--- src/rtl/cpu_pkg.sv ---
// Shared CPU definitions: fetch FSM encoding, datapath width and reset vector.
`timescale 1ns/1ps
package cpu_pkg;

   localparam int          CPU_XLEN     = 32;
   localparam logic [31:0] CPU_RESET_PC = 32'h0000_0000;

   typedef enum logic [1:0] {
      ST_IDLE  = 2'b00,
      ST_FETCH = 2'b01,
      ST_HOLD  = 2'b10,
      ST_DRAIN = 2'b11
   } fetch_state_t;

   // A memory request is live in FETCH and DRAIN.
   function automatic logic is_req_state(input fetch_state_t st);
      return (st == ST_FETCH) || (st == ST_DRAIN);
   endfunction

endpackage

--- src/rtl/pc_incr.sv ---
// Sequential PC increment: adds one 4-byte instruction, wrapping at the top of the address space.
`timescale 1ns/1ps
module pc_incr #(
   parameter int XLEN = 32
) (
   input  logic [XLEN-1:0] pc,
   output logic [XLEN-1:0] pc_plus4
);

   assign pc_plus4 = pc + {{(XLEN-3){1'b0}}, 3'b100};

endmodule

--- src/rtl/fetch_unit.sv ---
// Instruction fetch unit: issues one memory request at a time and presents the
// returned instruction downstream, with stall hold and branch redirect.
`timescale 1ns/1ps
module fetch_unit
   import cpu_pkg::*;
#(
   parameter int             XLEN     = CPU_XLEN,
   parameter logic [XLEN-1:0] RESET_PC = XLEN'(CPU_RESET_PC)
) (
   input  logic            clk_i,
   input  logic            rst_i,
   input  logic            start_i,
   input  logic            stall_i,
   input  logic            flush_i,
   input  logic [XLEN-1:0] branch_pc_i,
   output logic            imem_req_o,
   output logic [XLEN-1:0] imem_addr_o,
   input  logic            imem_ack_i,
   input  logic [XLEN-1:0] imem_data_i,
   output logic [XLEN-1:0] pc_o,
   output logic [XLEN-1:0] instr_o,
   output logic            valid_o
);

   fetch_state_t    state;
   fetch_state_t    next_state;
   logic [XLEN-1:0] pc_q;
   logic [XLEN-1:0] pc_q_next;
   logic [XLEN-1:0] pc_plus4;
   logic [XLEN-1:0] target;
   logic [XLEN-1:0] addr_next;
   logic [XLEN-1:0] pc_out_next;
   logic [XLEN-1:0] instr_next;
   logic            valid_next;
   logic            req_next;
   logic            accept;
   logic            load_addr;

   pc_incr #(
      .XLEN     (XLEN)
   ) u_pc_incr (
      .pc       (pc_q),
      .pc_plus4 (pc_plus4)
   );

   assign target = branch_pc_i & ~{{(XLEN-2){1'b0}}, 2'b11};

   // State register.
   always_ff @(posedge clk_i or negedge rst_i) begin
      if (!rst_i) begin
         state <= ST_IDLE;
      end else begin
         state <= next_state;
      end
   end

   // Next-state logic; a redirect always wins over a stall.
   always_comb begin
      next_state = state;
      case (state)
         ST_IDLE: begin
            if (flush_i) begin
               next_state = ST_IDLE;
            end else if (start_i) begin
               next_state = ST_FETCH;
            end else begin
               next_state = ST_IDLE;
            end
         end
         ST_FETCH: begin
            if (flush_i) begin
               next_state = imem_ack_i ? ST_FETCH : ST_DRAIN;
            end else if (imem_ack_i) begin
               next_state = ST_HOLD;
            end else begin
               next_state = ST_FETCH;
            end
         end
         ST_HOLD: begin
            if (flush_i) begin
               next_state = ST_FETCH;
            end else if (stall_i) begin
               next_state = ST_HOLD;
            end else begin
               next_state = ST_FETCH;
            end
         end
         ST_DRAIN: begin
            if (imem_ack_i) begin
               next_state = ST_FETCH;
            end else begin
               next_state = ST_DRAIN;
            end
         end
         default: begin
            next_state = ST_IDLE;
         end
      endcase
   end

   // Next values of the registered datapath and outputs.
   always_comb begin
      pc_q_next   = pc_q;
      pc_out_next = pc_o;
      instr_next  = instr_o;
      valid_next  = valid_o;
      accept      = (state == ST_FETCH) && imem_ack_i && !flush_i;
      if (flush_i) begin
         pc_q_next  = target;
         valid_next = 1'b0;
      end else if (accept) begin
         pc_q_next   = pc_plus4;
         pc_out_next = imem_addr_o;
         instr_next  = imem_data_i;
         valid_next  = 1'b1;
      end else if ((state == ST_HOLD) && !stall_i) begin
         valid_next = 1'b0;
      end else begin
         valid_next = valid_o;
      end

      // Address reloads only when a new request starts, never mid-request.
      load_addr = (next_state == ST_FETCH) && ((state != ST_FETCH) || imem_ack_i);
      if (load_addr) begin
         addr_next = pc_q_next;
      end else begin
         addr_next = imem_addr_o;
      end
      req_next = is_req_state(next_state);
   end

   // Registered datapath and outputs.
   always_ff @(posedge clk_i or negedge rst_i) begin
      if (!rst_i) begin
         pc_q        <= RESET_PC;
         imem_req_o  <= 1'b0;
         imem_addr_o <= RESET_PC;
         pc_o        <= {XLEN{1'b0}};
         instr_o     <= {XLEN{1'b0}};
         valid_o     <= 1'b0;
      end else begin
         pc_q        <= pc_q_next;
         imem_req_o  <= req_next;
         imem_addr_o <= addr_next;
         pc_o        <= pc_out_next;
         instr_o     <= instr_next;
         valid_o     <= valid_next;
      end
   end

endmodule

--- config.mk ---
export PLATFORM = sky130hd
export DESIGN_NAME = fetch_unit
export DESIGN_NICKNAME = d
export VERILOG_FILES = /design/src/rtl/cpu_pkg.sv /design/src/rtl/pc_incr.sv /design/src/rtl/fetch_unit.sv
export SDC_FILE = /design/constraint.sdc
export NUM_CORES = 1
export LEC_CHECK = 0
export ABC_AREA = 1
export CORE_ASPECT_RATIO = 0.9
export CORE_UTILIZATION = 25
export DETAILED_ROUTE_END_ITERATION = 8
export GPL_ROUTABILITY_DRIVEN = 0
export SLEW_MARGIN = 10
export SYNTH_ARGS = -nofsm -noshare
export SYNTH_HDL_FRONTEND = slang
export SYNTH_HIERARCHICAL = 1
export SYNTH_SLANG_ARGS = --single-unit
--- constraint.sdc ---
create_clock -name clk_i -period 2.1 [get_ports clk_i]
set_clock_uncertainty 0.05 [all_clocks]
set_input_delay 0.315 -clock clk_i [delete_from_list [all_inputs] [get_ports clk_i]]
set_output_delay 0.315 -clock clk_i [all_outputs]
set_load 0.03 [all_outputs]
==> summary.txt <==
RSZ-0062 raised after global routing -> no
CTS sink cnt -> 131
Power Dens Cells -> 1455 nW/µm²
synth-to-layout area growth -> 42.60%
core area -> 24390 µm²
wire length per cell -> 13.53 µm
post-synth cell types -> 24
Die Area -> 25630 µm²
vias in the first global route -> 5511
Slew @ Worst Pin -> 0.6207 ns
Final #Nets -> 1031
cts bufs inserted -> 17
critical path data required time -> 1.74 ns
initial DRC count -> 364
Initial Util -> 25.61%
Post-CTS Resized -> 0
top cell type's share of synthesized area -> 52.47%
DR vias/cell -> 4.277
max-slew violation count -> 0
Yosys reg bits -> 131
DP Wirelength -> 12.61 mm
share of cells above drive strength 1 -> 7.716%
worst hold path type -> input pin to asynchronous set/reset pin
min cycle time layout -> 1.999 ns
Total GRT Usage -> 14.49%
Max stage delay on crit path -> 0.76 ns
CTS tree -> done
MaxCap Viol Count -> 0
Static Leakage -> 4.315 nW
switch share -> 42.71%
Detail Route Antenna Nets -> 0
register area share after synthesis -> 52.47%
Multi-input gate area -> 2670 µm²
leading area contributor after synthesis -> dfrtp_1
Crit. End Element -> primary output
clock tree buffer depth -> 2
cell area after synthesis -> 6247 µm²
WP buf/inv -> 1
via count -> 5594
CP Class -> flop to primary output
IO Count -> 168
htree depth -> 4
cell family with most CP delay -> buffers and inverters
Worst R2R Path Depth -> 10
Post-Route WL -> 17.70 mm
initial antenna violation count -> 0
Int Pwr -> 7.424 mW
crit-path cells -> clkdlybuf4s50_1
pin count of the biggest net entering global routing -> 64
Worst Path Max Fanout -> 6
worst slack, placed -> 0.04031 ns
Critical-path top delay cell -> clkdlybuf4s50_1
die height -> 152.0 µm
Clock power frac -> 22.7%
Yosys Warn Count -> 6
filler cell count -> 2575
Synth area leaders -> dfrtp_1, nand2_1, nand3_1
startpoint types -> flop
number of cells on the critical path -> 1
PortBufs -> 165
Comb power frac -> 44.8%
site row count -> 54
max_slew headroom -> 58.62%
drt drc -> 0
clock latency on the worst-skew pair -> 0.43 ns
Synthesized Nets -> 868
total iterations of the first detailed-routing run -> 4
Psw -> 5.535 mW
GR Overflow Total -> 0
Reg power frac -> 32.5%
count of final hold-check violations -> 0
Reg area -> 3278 µm²
Post-Syn Instances -> 796
setup_tns -> 0 ns
Hold WS -> 0.3610 ns
status -> complete, no violations
clk slew on worst S/H paths -> 0.06 ns
first-pass GRT wire length -> 29.28 mm
ant diodes -> 0
final worst setup slack -> 0.1008 ns
Max IR drop VDD -> 600.9 µV
max frequency -> 0.5002 GHz
final setup fails -> 0
crit path DAT -> 1.63 ns
fin crit share -> 95.20%
Die Wd -> 168.6 µm
Mean Syn Cell Area -> 7.848 µm²
CTS Root Cell -> clkbuf_16
-- power by group through the flow --
| stage | Clock (mW) | Combinational [mW] | Sequential [mW] |
|---|---|---|---|
| 2_1_floorplan | 0 | 1.80 | 5.76 |
| 5_1_grt | 3.16 | 6.32 | 4.36 |
| 4_1_cts | 3.04 | 5.90 | 4.23 |
| 3_3_place_gp | 0 | 5.82 | 4.24 |
| 6_report | 2.94 | 5.81 | 4.21 |
| 3_5_place_dp | 0 | 5.88 | 4.26 |
-- cell usage in the layout (no fill, tap or decap) --
cell type        count
nand3_1             74
nor2_2               5
inv_8                2
dfrtp_1            131
nand2_2              2
nand2_4              3
buf_4               14
bufinv_16            1
o21ai_0              1
nor2_4               7
nor2_1              34
xnor2_1              5
xor2_1               9
clkinvlp_4           3
xor2_2               1
inv_1               22
nand3b_1             7
nor2_8               2
nand2_1            414
ha_1                 2
and2_1               2
clkinv_4             2
buf_6                1
inv_6                6
inv_2                4
dlygate4sd3_1        1
nand4_1             30
clkbuf_16           17
clkbuf_1             1
clkdlybuf4s50_1    164
buf_12               5
-- cell families (layout without fill, tap and decap cells) --
kind of cell | count (synthesis) | in the layout | share of synthesized area [%]
simple gates | 580 | 580 | 39.96
buf+inv | 67 | 243 | 4.867
compound gates | 1 | 1 | 0.08004
xor+xnor | 15 | 15 | 2.223
flops | 131 | 131 | 52.47
fa+ha+maj | 2 | 2 | 0.4005
-- registers in the layout, summed over array words and instances (netlist names) --
register and count:
imem_addr_o 32, instr_o 32, pc_o 32, pc_q 32, state 2, valid_o 1
-- cell type report --
class                      count  area share [%]
clock buffer                  18           4.817
clock inverter                14           1.629
inverter                      26           1.096
multi-input combinational    598           29.97
sequential                   131           36.80
tap                          336           4.719
timing repair buffer         185           20.97
-- synthesized netlist by cell type --
cell      count
and2_1        2
buf_1         3
buf_2        15
buf_4         7
buf_6         1
clkbuf_1     15
dfrtp_1     131
ha_1          2
inv_1        22
inv_2         4
nand2_1     414
nand2_2       2
nand2_4       3
nand3_1      74
nand3b_1      7
nand4_1      30
nor2_1       34
nor2_2        6
nor2_4        6
nor2_8        2
o21ai_0       1
xnor2_1       5
xor2_1        9
xor2_2        1
-- final timing paths --
| check | start | endpoint | slack [ns] |
|---|---|---|---|
| max | state[0]$_DFF_PN0_ | imem_req_o | 0.10 |
| min | rst_i | pc_o[20]$_DFFE_PN0P_ | 0.36 |
| max reg2reg | pc_q[2]$_DFF_PN0_ | imem_addr_o[16]$_DFFE_PN0P_ | 0.28 |
| min reg2reg | instr_o[9]$_DFFE_PN0P_ | instr_o[9]$_DFFE_PN0P_ | 0.42 |
| max in group asynchronous | rst_i | pc_o[4]$_DFFE_PN0P_ | 1.01 |
| min in group clk_i | imem_data_i[30] | instr_o[30]$_DFFE_PN0P_ | 0.37 |
-- metrics by stage --
stage	cells	total power [mW]	instance area [µm²]	utilization, %
6_report	1308	12.96	8909	36.52
5_1_grt	1308	13.85	8909	36.52
4_1_cts	1308	13.18	8909	36.52
3_5_place_dp	1275	10.14	8324	34.13
3_3_place_gp	1275	10.06	8324	34.13
2_1_floorplan	796	7.559	6247	-
-- layer usage --
metal / GRT usage, % / routed length [µm] / up-vias
li1: - / - / 2836
met1: 19.02 / 8541 / 2599
met2: 22.72 / 7829 / 144
met3: 4.767 / 1143 / 15
met4: 4.026 / 185 / 0
met5: 0 / 0 / -
-- what timing repair did --
action | in CTS | in global routing
buffers inserted | 0 | 0
hold buffers | 1 | 0
hold endpoints to repair | 43 | 0
No activity file was read; power rests on OpenSTA's default activity.
==> edit 1, RTL diff (same settings) <==
The 4 states of `fetch_state_t` get a one-hot encoding in 4 bits.
--- a/src/rtl/cpu_pkg.sv
+++ b/src/rtl/cpu_pkg.sv
@@ -6,9 +6,9 @@
    localparam logic [31:0] CPU_RESET_PC = 32'h0000_0000;
 
-   typedef enum logic [1:0] {
-      ST_IDLE  = 2'b00,
-      ST_FETCH = 2'b01,
-      ST_HOLD  = 2'b10,
-      ST_DRAIN = 2'b11
+   typedef enum logic [3:0] {
+      ST_IDLE  = 4'b0001,
+      ST_FETCH = 4'b0010,
+      ST_HOLD  = 4'b0100,
+      ST_DRAIN = 4'b1000
    } fetch_state_t;
 
Formal check against the unedited RTL: no difference found for any inputs over 4 cycles, from zero or initial values and one cycle with rst_i low; so few cycles prove little.
==> edit 1 against the unedited design <==
- critical path depth did not move
- hold slack got worse by 13 ps
- register-to-register slack got worse by 90 ps
- final area rose by 4.5%
- combinational power fell by 20%
- setup slack improved by 82 ps
- wire length rose by 13%
- total power fell by 9.9%
- sequential share of layout area fell by 0.77 points
- first-iteration DRC count fell by 11%
- maximum frequency rose by 4.3%
- sequential cell count rose by 3
- area after synthesis rose by 5.9%
==> edit 1: results (changes against the unedited design) <==
metric	value	unit	change
met1_usage	0.1998		+0.009578
cts_buffers	17		unchanged
grt_pass1_vias	5748		+4.3%
antenna_cells	0		unchanged
grt_use_total	0.1497		+0.004850
vdd_ir_drop_max	0.8158	mV	+36%
dp_worst_setup_slack	-391.4	ps	-431.7 ps
synth_cell_types	26		+8.3%
cp_slowest_stage_delay	740	ps	-20 ps
hold_buffers	1		unchanged
crit_path_top_delay_cell	clkdlybuf4s50_1		
vias_per_cell	4.383		+2.5%
synth_common_cells	387 x nand2_1, 133 x dfrtp_1, 109 x nand3_1		
crit_fanout	3		-3
drive_gt1_frac	0.08713		+0.009968
status	completed		
port-buffer-count	165		unchanged
syn_nets	905		+4.3%
busiest_layer	met2		
place_hpwl	13.82	mm	+9.6%
power.switching	4554	uW	-18%
drtIter0Drc	325		-11%
grt_util_met3	0.03741		-0.01025
grt_pass1_wl	31.58	mm	+7.9%
routed-via-count	5952		+6.4%
routedWlPerCell	14.73	um	+8.9%
placed_cells	1323		+3.8%
place_area	8667	um2	+4.1%
fin_nets	1070		+3.8%
synthCells	832		+4.5%
yosysSeqAreaShare	0.5069		-0.01783
met2_usage	0.2379		+0.01068
drtPass1Iterations	5		+1
arrival	1550	ps	-80 ps
cts_resized	1		+1
power.leakage	0.004526	uW	+4.9%
synth_area_leaders	dfrtp_1 50%, nand2_1 22%, nand3_1 8.2%		
[edit 1: metal layers]
metal	routed length [um]	up-vias
met5	0	-
met4	245	0
met3	1084	17
met2	9252	142
met1	9422	2820
li1	-	2973
[edit 1: final timing paths]
| check | startpoint | to | slack [ps] | depth (start not counted) |
|---|---|---|---|---|
| setup / recovery | imem_addr_o[21] | imem_addr_o[21] | 180 | 1 |
| max in group asynchronous | rst_i | state[0] | 980 | 3 |
| hold reg to reg | instr_o[31] | instr_o[31] | 420 | 2 |
| min in group clk_i | imem_data_i[17] | instr_o[17] | 380 | 3 |
| setup reg to reg | state[0] | imem_addr_o[7] | 190 | 8 |
| hold / removal | rst_i | instr_o[11] | 350 | 2 |
[edit 1: cells by family (layout without fill, tap and decap cells)]
group,count (synthesis),in the layout,share of synthesized area
AND/OR/NAND/NOR,600,601,0.3993
flip-flops,134,134,0.5069
buffers and inverters,78,255,0.06523
XOR/XNOR,15,15,0.02099
adder cells (fa/ha/maj),3,3,0.005673
AO/OA/AOI/OAI,2,2,0.001890
[edit 1: worst reg2reg max path, stage by stage, from the launching register on]
cell     delay [ps]
dfstp_2         570
inv_1            60
nor2_1          160
nand3_1         100
nand2_1         110
nor2_2          100
nor2_4          460
nand3_1         150
nand2_1          90
[edit 1: final cells by class]
cell class              count  area [um2]
multi-input cells         621        2853
repair buffers            191        1951
well taps                 348       435.4
flip-flops and latches    134        3354
clock inverters            14       158.9
inverters                  32       120.1
clock buffers              18       439.2
fillers                  2709       16680
[edit 1: power groups by stage]
stage	logic, uW	clock network, uW	registers (uW)
detailed placement	4610	0	4030
floorplan	1190	0	5350
CTS	4630	3130	4010
finish	4630	3050	4000
global placement	4560	0	4030
global route	4970	3250	4130
==> edit 2, RTL diff (same flow settings) <==
Without the edit above. `CPU_XLEN`: 32 -> 28.
--- a/src/rtl/cpu_pkg.sv
+++ b/src/rtl/cpu_pkg.sv
@@ -3,5 +3,5 @@
 package cpu_pkg;
 
-   localparam int          CPU_XLEN     = 32;
+   localparam int          CPU_XLEN     = 28;
    localparam logic [31:0] CPU_RESET_PC = 32'h0000_0000;
 
Ports: changed (5 resized); port bits go from 168 to 148. No check against the original RTL was run, so the function may have changed too.
==> edit 2 against the unedited design <==
- area after synthesis down 11%
- setup slack better by 33 ps
- wire length down 13%
- sequential cell count down 16
- combinational power down 7.7%
- first-iteration DRC count down 27%
- via count down 13%
- total power down 6.8%
- non-clock buffer count down 21
- clock power up 3%
- final area down 10%
- critical endpoint unchanged
- largest cell class unchanged
- largest power group unchanged
==> edit 2: results (changes against the unedited design) <==
metric	value	unit	change
synth_cell_types	25		+4.2%
p_clk	3020	uW	+3%
wl_met1	7.563	mm	-11%
avgSynthCellArea	8.190	um2	+4.4%
postLayoutCoreUtil	0.3667		+0.001500
hold_ws	361.0	ps	-0.01500 ps
worst_pin_slew	555.0	ps	-65.73 ps
drtIter0Drc	264		-27%
cp_slowest_stage_delay	720	ps	-40 ps
power.leakage	0.003848	uW	-11%
synth_common_cells	342 x nand2_1, 115 x dfrtp_1, 65 x nand3_1		
port-buffer-count	145		-12%
dp_worst_setup_slack	116.7	ps	+76.41 ps
critPathLaunch	imem_req_o		
drt-total-wl	15.43	mm	-13%
fillers	2220		-14%
syn_nets	744		-14%
drive_gt1_frac	0.1000		+0.02284
intPower	7104	uW	-4.3%
dr_wl_met3	1.078	mm	-5.7%
synthAdderAreaFrac	0.004493		+0.0004878
place_hpwl	10.51	mm	-17%
r2r_setup_slack	310	ps	+30 ps
drtPass1Iterations	5		+1
reg2reg_depth	9		-1
routedWlPerCell	13.63	um	+0.75%
vias_per_cell	4.278		about the same
p_seq_frac	0.306		-0.019
status	completed		
grt_pass1_vias	4652		-16%
arrival	1600	ps	-30 ps
fin_nets	891		-14%
==> edit 2: cell types whose count changed after synthesis, sizes merged, moves of 7 or more <==
cell / unedited run / this run
nor2: 48 / 39
inv: 26 / 18
clkbuf: 15 / 6
dfrtp: 131 / 115
nand2: 419 / 354
nand3: 74 / 67
==> edit 2: area by class of cell <==
class / count / area share
Sequential cell: 115 / 0.3606
Clock inverter: 14 / 0.02195
Clock buffer: 18 / 0.05378
Multi-Input combinational cell: 511 / 0.2970
Antenna cell: 1 / 0.0003136
Inverter: 18 / 0.008467
Timing Repair Buffer: 164 / 0.2123
Tap cell: 291 / 0.04563
==> edit 2: per-layer routing <==
metal | vias up | GRT usage
met3 | 11 | 0.04848
met4 | 0 | 0.04200
li1 | 2455 | -
met1 | 2239 | 0.1934
met5 | - | 0
met2 | 138 | 0.2177
